### src/rtl/vga_sync.sv
// VGA timing generator: free-running pixel/line counters, sync pulses and a
// three-layer colour mux, with sync and colour sharing one output register stage.
module vga_sync #(
    parameter int H_VIS  = 640,
    parameter int H_FP   = 16,
    parameter int H_SYNC = 96,
    parameter int H_BP   = 48,
    parameter int V_VIS  = 480,
    parameter int V_FP   = 10,
    parameter int V_SYNC = 2,
    parameter int V_BP   = 33
) (
    input  logic       clk25M,
    input  logic       reset,
    input  logic       ball_on,
    input  logic [7:0] ball_rgb,
    input  logic       paddle_on,
    input  logic [7:0] paddle_rgb,
    input  logic [7:0] bg_rgb,
    output logic [9:0] x,
    output logic [9:0] y,
    output logic       vga_on,
    output logic       endofframe,
    output logic       hsync,
    output logic       vsync,
    output logic [2:0] red,
    output logic [2:0] green,
    output logic [1:0] blue
);

    localparam logic [9:0] H_LAST   = 10'(H_VIS + H_FP + H_SYNC + H_BP - 1);
    localparam logic [9:0] V_LAST   = 10'(V_VIS + V_FP + V_SYNC + V_BP - 1);
    localparam logic [9:0] H_VIS_C  = 10'(H_VIS);
    localparam logic [9:0] V_VIS_C  = 10'(V_VIS);
    localparam logic [9:0] HS_START = 10'(H_VIS + H_FP);
    localparam logic [9:0] HS_END   = 10'(H_VIS + H_FP + H_SYNC);
    localparam logic [9:0] VS_START = 10'(V_VIS + V_FP);
    localparam logic [9:0] VS_END   = 10'(V_VIS + V_FP + V_SYNC);
    localparam logic [9:0] EOF_LINE = 10'(V_VIS + 1);

    logic [9:0] h_cnt;
    logic [9:0] v_cnt;
    logic       h_wrap;
    logic       hsync_raw;
    logic       vsync_raw;
    logic [7:0] pix_rgb;

    assign h_wrap = (h_cnt == H_LAST);

    always_ff @(posedge clk25M) begin
        if (reset) begin
            h_cnt <= 10'd0;
            v_cnt <= 10'd0;
        end else if (h_wrap) begin
            h_cnt <= 10'd0;
            v_cnt <= (v_cnt == V_LAST) ? 10'd0 : v_cnt + 10'd1;
        end else begin
            h_cnt <= h_cnt + 10'd1;
        end
    end

    // Position and frame tick come straight off the counters for the layer logic.
    assign x          = h_cnt;
    assign y          = v_cnt;
    assign vga_on     = (h_cnt < H_VIS_C) && (v_cnt < V_VIS_C);
    assign endofframe = (h_cnt == 10'd0) && (v_cnt == EOF_LINE);

    always_comb begin
        hsync_raw = !((h_cnt >= HS_START) && (h_cnt < HS_END));
        vsync_raw = !((v_cnt >= VS_START) && (v_cnt < VS_END));
        pix_rgb   = 8'h00;
        if (vga_on) begin
            if (ball_on)
                pix_rgb = ball_rgb;
            else if (paddle_on)
                pix_rgb = paddle_rgb;
            else
                pix_rgb = bg_rgb;
        end
    end

    // Single register stage keeps the syncs aligned with the colour they frame.
    always_ff @(posedge clk25M) begin
        if (reset) begin
            hsync              <= 1'b1;
            vsync              <= 1'b1;
            {red, green, blue} <= 8'h00;
        end else begin
            hsync              <= hsync_raw;
            vsync              <= vsync_raw;
            {red, green, blue} <= pix_rgb;
        end
    end

endmodule

### config.mk
export PLATFORM = sky130hd
export DESIGN_NAME = vga_sync
export DESIGN_NICKNAME = d
export VERILOG_FILES = /design/src/rtl/vga_sync.sv
export SDC_FILE = /design/constraint.sdc
export NUM_CORES = 1
export LEC_CHECK = 0
export ABC_AREA = 1
export CORE_ASPECT_RATIO = 1.75
export CORE_UTILIZATION = 40
export DETAILED_ROUTE_END_ITERATION = 16
export PLACE_DENSITY_LB_ADDON = 0.1
export SYNTH_ARGS = -nofsm -noshare
export SYNTH_HDL_FRONTEND = slang
export SYNTH_SLANG_ARGS = --single-unit
### constraint.sdc
create_clock -name clk25M -period 1.8 [get_ports clk25M]
set_input_delay 0.18 -clock clk25M [delete_from_list [all_inputs] [get_ports clk25M]]
set_output_delay 0.18 -clock clk25M [all_outputs]
set_load 0.02 [all_outputs]
==> results.json, run 1 <==
{
  "areaGrowthSynthToFinish_pct": 53.6,
  "drc": 0,
  "clockBufferDepth": 2,
  "dieArea_um2": 4350,
  "yosysTopAreaCell": "dfxtp_1",
  "clock_skew_ps": 8.04,
  "clkPwrFrac": 0.418,
  "dp_hpwl_mm": 3.54,
  "hp-class": "input pin to register",
  "cts_made_buffers": 5,
  "gp_congestion": 0.907,
  "core_area_um2": 3900,
  "p_int_uw": 1210,
  "max_freq_mhz": 602,
  "cp.required_ps": 1620,
  "layout_min_cycle_time_ps": 1660,
  "path_delay_family": "buffers and inverters",
  "ir_drop_mv": 0.474,
  "yosysSeqAreaShare": 0.368,
  "dieWidth_um": 50.3,
  "rows": 30,
  "num_antenna_cells": 0,
  "whs_endpoint": "green[2]",
  "htreeDepth": 2,
  "drtIter0Drc": 31,
  "ys_ff_latch": 30,
  "rrSetupSlack_ps": 250,
  "critPathMaxStageDelay_ps": 410,
  "p_comb_frac": 0.132,
  "overflow": 0,
  "end_kind": "primary output",
  "hold_viol": 0,
  "wl_mm": 4.17,
  "worstSetupPathType": "register to primary output",
  "worst_r2r_path_depth": 9,
  "p_seq_frac": 0.450,
  "setup_tns_ps": 0,
  "ys_top_cells_by_area": "dfxtp_1 (37%), nand2_1 (12%), nor2_1 (10%)",
  "min_period_over_period": 0.924,
  "grt_pass1_wl_mm": 7.31,
  "r2r_end": "y[0]",
  "start_util": 0.418,
  "grt_usage": 0.220,
  "rsz0062_at_grt": "no",
  "clock-sinks": 30,
  "min_path_cells": 3,
  "wl_per_cell_um": 11.4,
  "clkSlewWorstSetupHoldPaths_ps": 60,
  "worstHoldStart": "ball_rgb[4]",
  "r2r-start": "x[0]",
  "cts_tree": "done",
  "grt_max_degree": 17,
  "grt_pass1_vias": 1713,
  "drv_cap": 0,
  "drtAntennaViolNets": 0,
  "netlist_area_um2": 1630,
  "worst_pin_slew_ps": 463,
  "yosys_warnings": 0,
  "timing.hold.ws_ps": 522,
  "syn_nets": 267,
  "clk_latency_ps": 270,
  "synthCells": 234,
  "switching_share": 0.207,
  "cts-root-buf": "clkbuf_8",
  "cp_max_fo": 6,
  "avgSynthCellArea_um2": 6.98,
  "setup_viol": 0,
  "switching_power_uw": 316,
  "startpoint": "x[7]",
  "die_h_um": 86.5,
  "via_per_inst": 4.73,
  "path_buf_inv": 2,
  "relSlewSlack": 0.690,
  "status": "completed",
  "power.density_nw_per_um2": 610,
  "leakagePower_uw": 0.00108,
  "netlist.area_leader.share": 0.368,
  "slowest_stage": "dfxtp_1",
  "crit_chain": "inv_1 -> nor3_1 -> nor4_1 -> dlygate4sd2_1",
  "nets": 349,
  "antenna_found_initial": 0,
  "io_buffers": 59,
  "post-cts-setup-buffers": 0,
  "arrival_ps": 1480,
  "synth.distinct_cells": 28,
  "startpoint_type": "register",
  "drive_above_1_share": 0.123,
  "vias": 1725,
  "drv_slew": 0,
  "ioPinCount": 60,
  "firstDrtPassIters": 4
}
==> registers in the layout (all words and copies together) (netlist names) <==
name	cells
red	3
green	3
hsync	1
vsync	1
x	10
y	10
blue	2
==> layout by cell type, fill, tap and decap left out, drive strengths merged <==
cell type      instances
o21bai                 3
a21oi                  6
o21ai                 10
ha                     5
dlygate4sd2            1
inv                   31
nor3b                  1
nor4                   3
nand3                 10
xor2                   3
or2                    1
mux2i                  8
nand2                 56
buf                   20
clkdlybuf4s50         57
bufinv                 1
dfxtp                 30
xnor2                  1
clkbuf                 8
a211oi                 1
o2111ai                1
nor2                  47
nor3                   4
nand4                  9
==> metal layers <==
layer	GRT usage	up-vias	part of all wire
met5	0	-	0
met4	0.0909	0	0.023
met3	0.0509	8	0.043
met2	0.453	55	0.60
met1	0.191	755	0.34
li1	-	907	-
==> area by class of cell <==
| class | instances | area [um2] |
|---|---|---|
| Clock buffer | 7 | 76.3 |
| Clock inverter | 1 | 30.0 |
| Fill cell | 366 | 1400 |
| Inverter | 31 | 116 |
| Multi-Input combinational cell | 169 | 890 |
| Sequential cell | 30 | 601 |
| Tap cell | 48 | 60.1 |
| Timing Repair Buffer | 79 | 734 |
==> cell usage after synthesis (all sizes together) <==
library cell,count
dfxtp,30
o21ai,10
nor3,4
or2,1
xnor2,1
nand3,10
xor2,3
a21oi,6
buf,2
o2111ai,1
nor4,3
clkbuf,2
nor2,47
inv,31
nor3b,1
mux2i,8
a211oi,1
o21bai,3
nand4,9
nand2,56
ha,5
==> cell families after synthesis <==
group,after synthesis,synth area share
DFF,30,0.368
xor gates and xnor gates,4,0.0215
adders and majority gates,5,0.0383
and+or+nand+nor,131,0.354
AOI/OAI and AO/OA,21,0.0820
buffers and inverters,35,0.0874
muxes,8,0.0490
==> worst max path at each step <==
stage          slack [ps]         end  cells after the start
2_1_floorplan         100  endofframe                      3
3_3_place_gp           60  endofframe                      5
3_5_place_dp           40  endofframe                      5
4_1_cts                40  endofframe                      5
5_1_grt                20      vga_on                      4
6_report              140      vga_on                      4
==> what timing repair did <==
item / CTS / global route
hold buffers: 0 / 0
setup endpoints to repair: 2 / 1
resized for setup: 2 / 3
cloned: 0 / 0
==> through the flow <==
| stage | cells | total power [uW] | setup WS, ps | area (um2) | utilization |
|---|---|---|---|---|---|
| after floorplan | 234 | 785 | 104 | 1630 | - |
| after global placement | 357 | 905 | 59.0 | 2410 | 0.617 |
| after detailed placement | 357 | 907 | 42.2 | 2410 | 0.617 |
| after CTS | 365 | 1550 | 44.4 | 2510 | 0.643 |
| after global routing | 365 | 1590 | 24.4 | 2510 | 0.642 |
| final | 365 | 1530 | 138 | 2510 | 0.642 |
==> worst reg2reg max path, cell delays in order, from the launching register on <==
cell and delay (ps):
dfxtp_1 320, buf_4 130, ha_1 200, nand3_2 160, nor2_4 150, nand2_4 120, nand2_2 90, nand2_1 70
inv_1 120, nor2_1 80
==> power by group through the flow <==
stage / sequential (uW) / clock [uW] / combinational [uW]
detailed placement: 703 / 0 / 204
CTS: 689 / 652 / 205
global placement: 702 / 0 / 203
global route: 690 / 677 / 223
floorplan: 730 / 0 / 55.3
finish: 689 / 639 / 202
(Power assumes the default switching activity.)
==> inputs of run 2 (changes only) <==
- RECOVER_POWER: default -> 25
- REMOVE_ABC_BUFFERS: default -> 1
==> run 2 against run 1 <==
  * Sequential power barely moved
  * Flip-flop and latch count is the same
  * Critical path type unchanged
  * Hold slack got worse by 14 ps
  * Utilization rose by 0.67 points
==> results.json, run 2 (synthesis results as in run 1) <==
{
  "dieWidth_um": 50.3,
  "die_h_um": 86.5,
  "grt_usage": 0.227,
  "cts-resized-gates": 2,
  "setup_tns_ps": 0,
  "clockBufferDepth": 2,
  "fin_util": 0.649,
  "gp_congestion": 0.798,
  "rows": 30,
  "post-cts-setup-buffers": 0,
  "stdcell_area_um2": 2530,
  "layout.cells.most_common_list": "nand2_1 (53), clkdlybuf4s50_1 (53), nor2_1 (45), inv_1 (30), dfxtp_1 (30)",
  "relSlewSlack": 0.685,
  "power.density_nw_per_um2": 566,
  "busiest_layer": "met2",
  "grt_max_degree": 17,
  "dp_hpwl_mm": 3.61,
  "setup_viol": 0,
  "via_per_inst": 4.77,
  "startpoint": "x[9]",
  "postCtsHoldBufs": 0,
  "worstSetupPathType": "register to primary output",
  "cts_made_buffers": 5,
  "ioPinCount": 60,
  "overflow": 0,
  "io_buffers": 59,
  "vias": 1770,
  "firstDrtPassIters": 4,
  "dpl_cell_area_um2": 2450,
  "hp-class": "input pin to register",
  "rsz0062_at_grt": "no",
  "end_kind": "primary output",
  "num_antenna_cells": 0,
  "wl_per_cell_um": 11.6,
  "r2r-start": "x[1]",
  "drive_above_1_share": 0.133,
  "leakagePower_uw": 0.00110,
  "drc": 0,
  "clock_skew_ps": 5.08,
  "start_util": 0.418,
  "antenna_found_initial": 0,
  "met3_usage": 0.0579,
  "clock-sinks": 30,
  "layout_min_cycle_time_ps": 1690,
  "startpoint_type": "register",
  "max_freq_mhz": 591,
  "cts-root-buf": "clkbuf_8",
  "status": "completed",
  "drv_cap": 0,
  "clkSlewWorstSetupHoldPaths_ps": 60,
  "cp.required_ps": 1620,
  "setup_slack_ps": 107,
  "cts_tree": "done",
  "dieArea_um2": 4350,
  "wl_mm": 4.31,
  "worstHoldStart": "ball_rgb[1]",
  "areaGrowthSynthToFinish_pct": 55.2,
  "grt_use_met1": 0.191,
  "pre_cts_ws_ps": 12.3,
  "grt_pass1_wl_mm": 7.31,
  "htreeDepth": 2,
  "drtAntennaViolNets": 0,
  "drv_slew": 0,
  "use_met2": 0.461,
  "cp_max_fo": 6,
  "ir_drop_mv": 0.592,
  "arrival_ps": 1510,
  "nets": 355,
  "hold_viol": 0,
  "min_period_over_period": 0.941,
  "grt_pass1_vias": 1718,
  "drtIter0Drc": 24,
  "core_area_um2": 3900,
  "clk_latency_ps": 280,
  "worst_pin_slew_ps": 471
}
[run 2: path summary, 6_finish.rpt]
path | depth (start not counted) | slack, ps | endpoint
worst max-delay path | 4 | 110 | vga_on
worst min-delay path | 3 | 510 | blue[1]
worst max register to register | 9 | 210 | y[0]
worst min register to register | 2 | 520 | x[0]
[run 2: metal layers]
metal,wire (um),share of wire,up-vias
met2,2560,0.59,56
li1,-,-,923
met5,0,0,-
met3,192,0.045,10
met1,1430,0.33,781
met4,131,0.030,0
[run 2: power breakdown]
| group | switching, uW | internal [uW] |
|---|---|---|
| clock | 241 | 308 |
| sequential | 5.76 | 683 |
| combinational | 83.8 | 115 |
| total | 330 | 1100 |
[run 2: through the flow]
step                      std cells  power, uW  hold WS, ps
after floorplan                 230        779          252
after global placement          363        903          512
after detailed placement        363        906          512
after CTS                       371       1460          507
after global routing            371       1500          535
final                           371       1440          508
[run 2: final cells by class]
type | count | area (um2)
tap | 48 | 60.1
timing repair buffer | 85 | 776
clock inverter | 1 | 5.00
multi-input combinational | 169 | 890
sequential | 30 | 601
clock buffer | 7 | 86.3
fill | 376 | 1370
inverter | 31 | 116
[run 2: worst max-delay path, stage by stage (launching register included)]
cell and delay, ps:
dfxtp_1 430, inv_1 90, nor3_1 280, nor4_1 100, dlygate4sd2_1 330
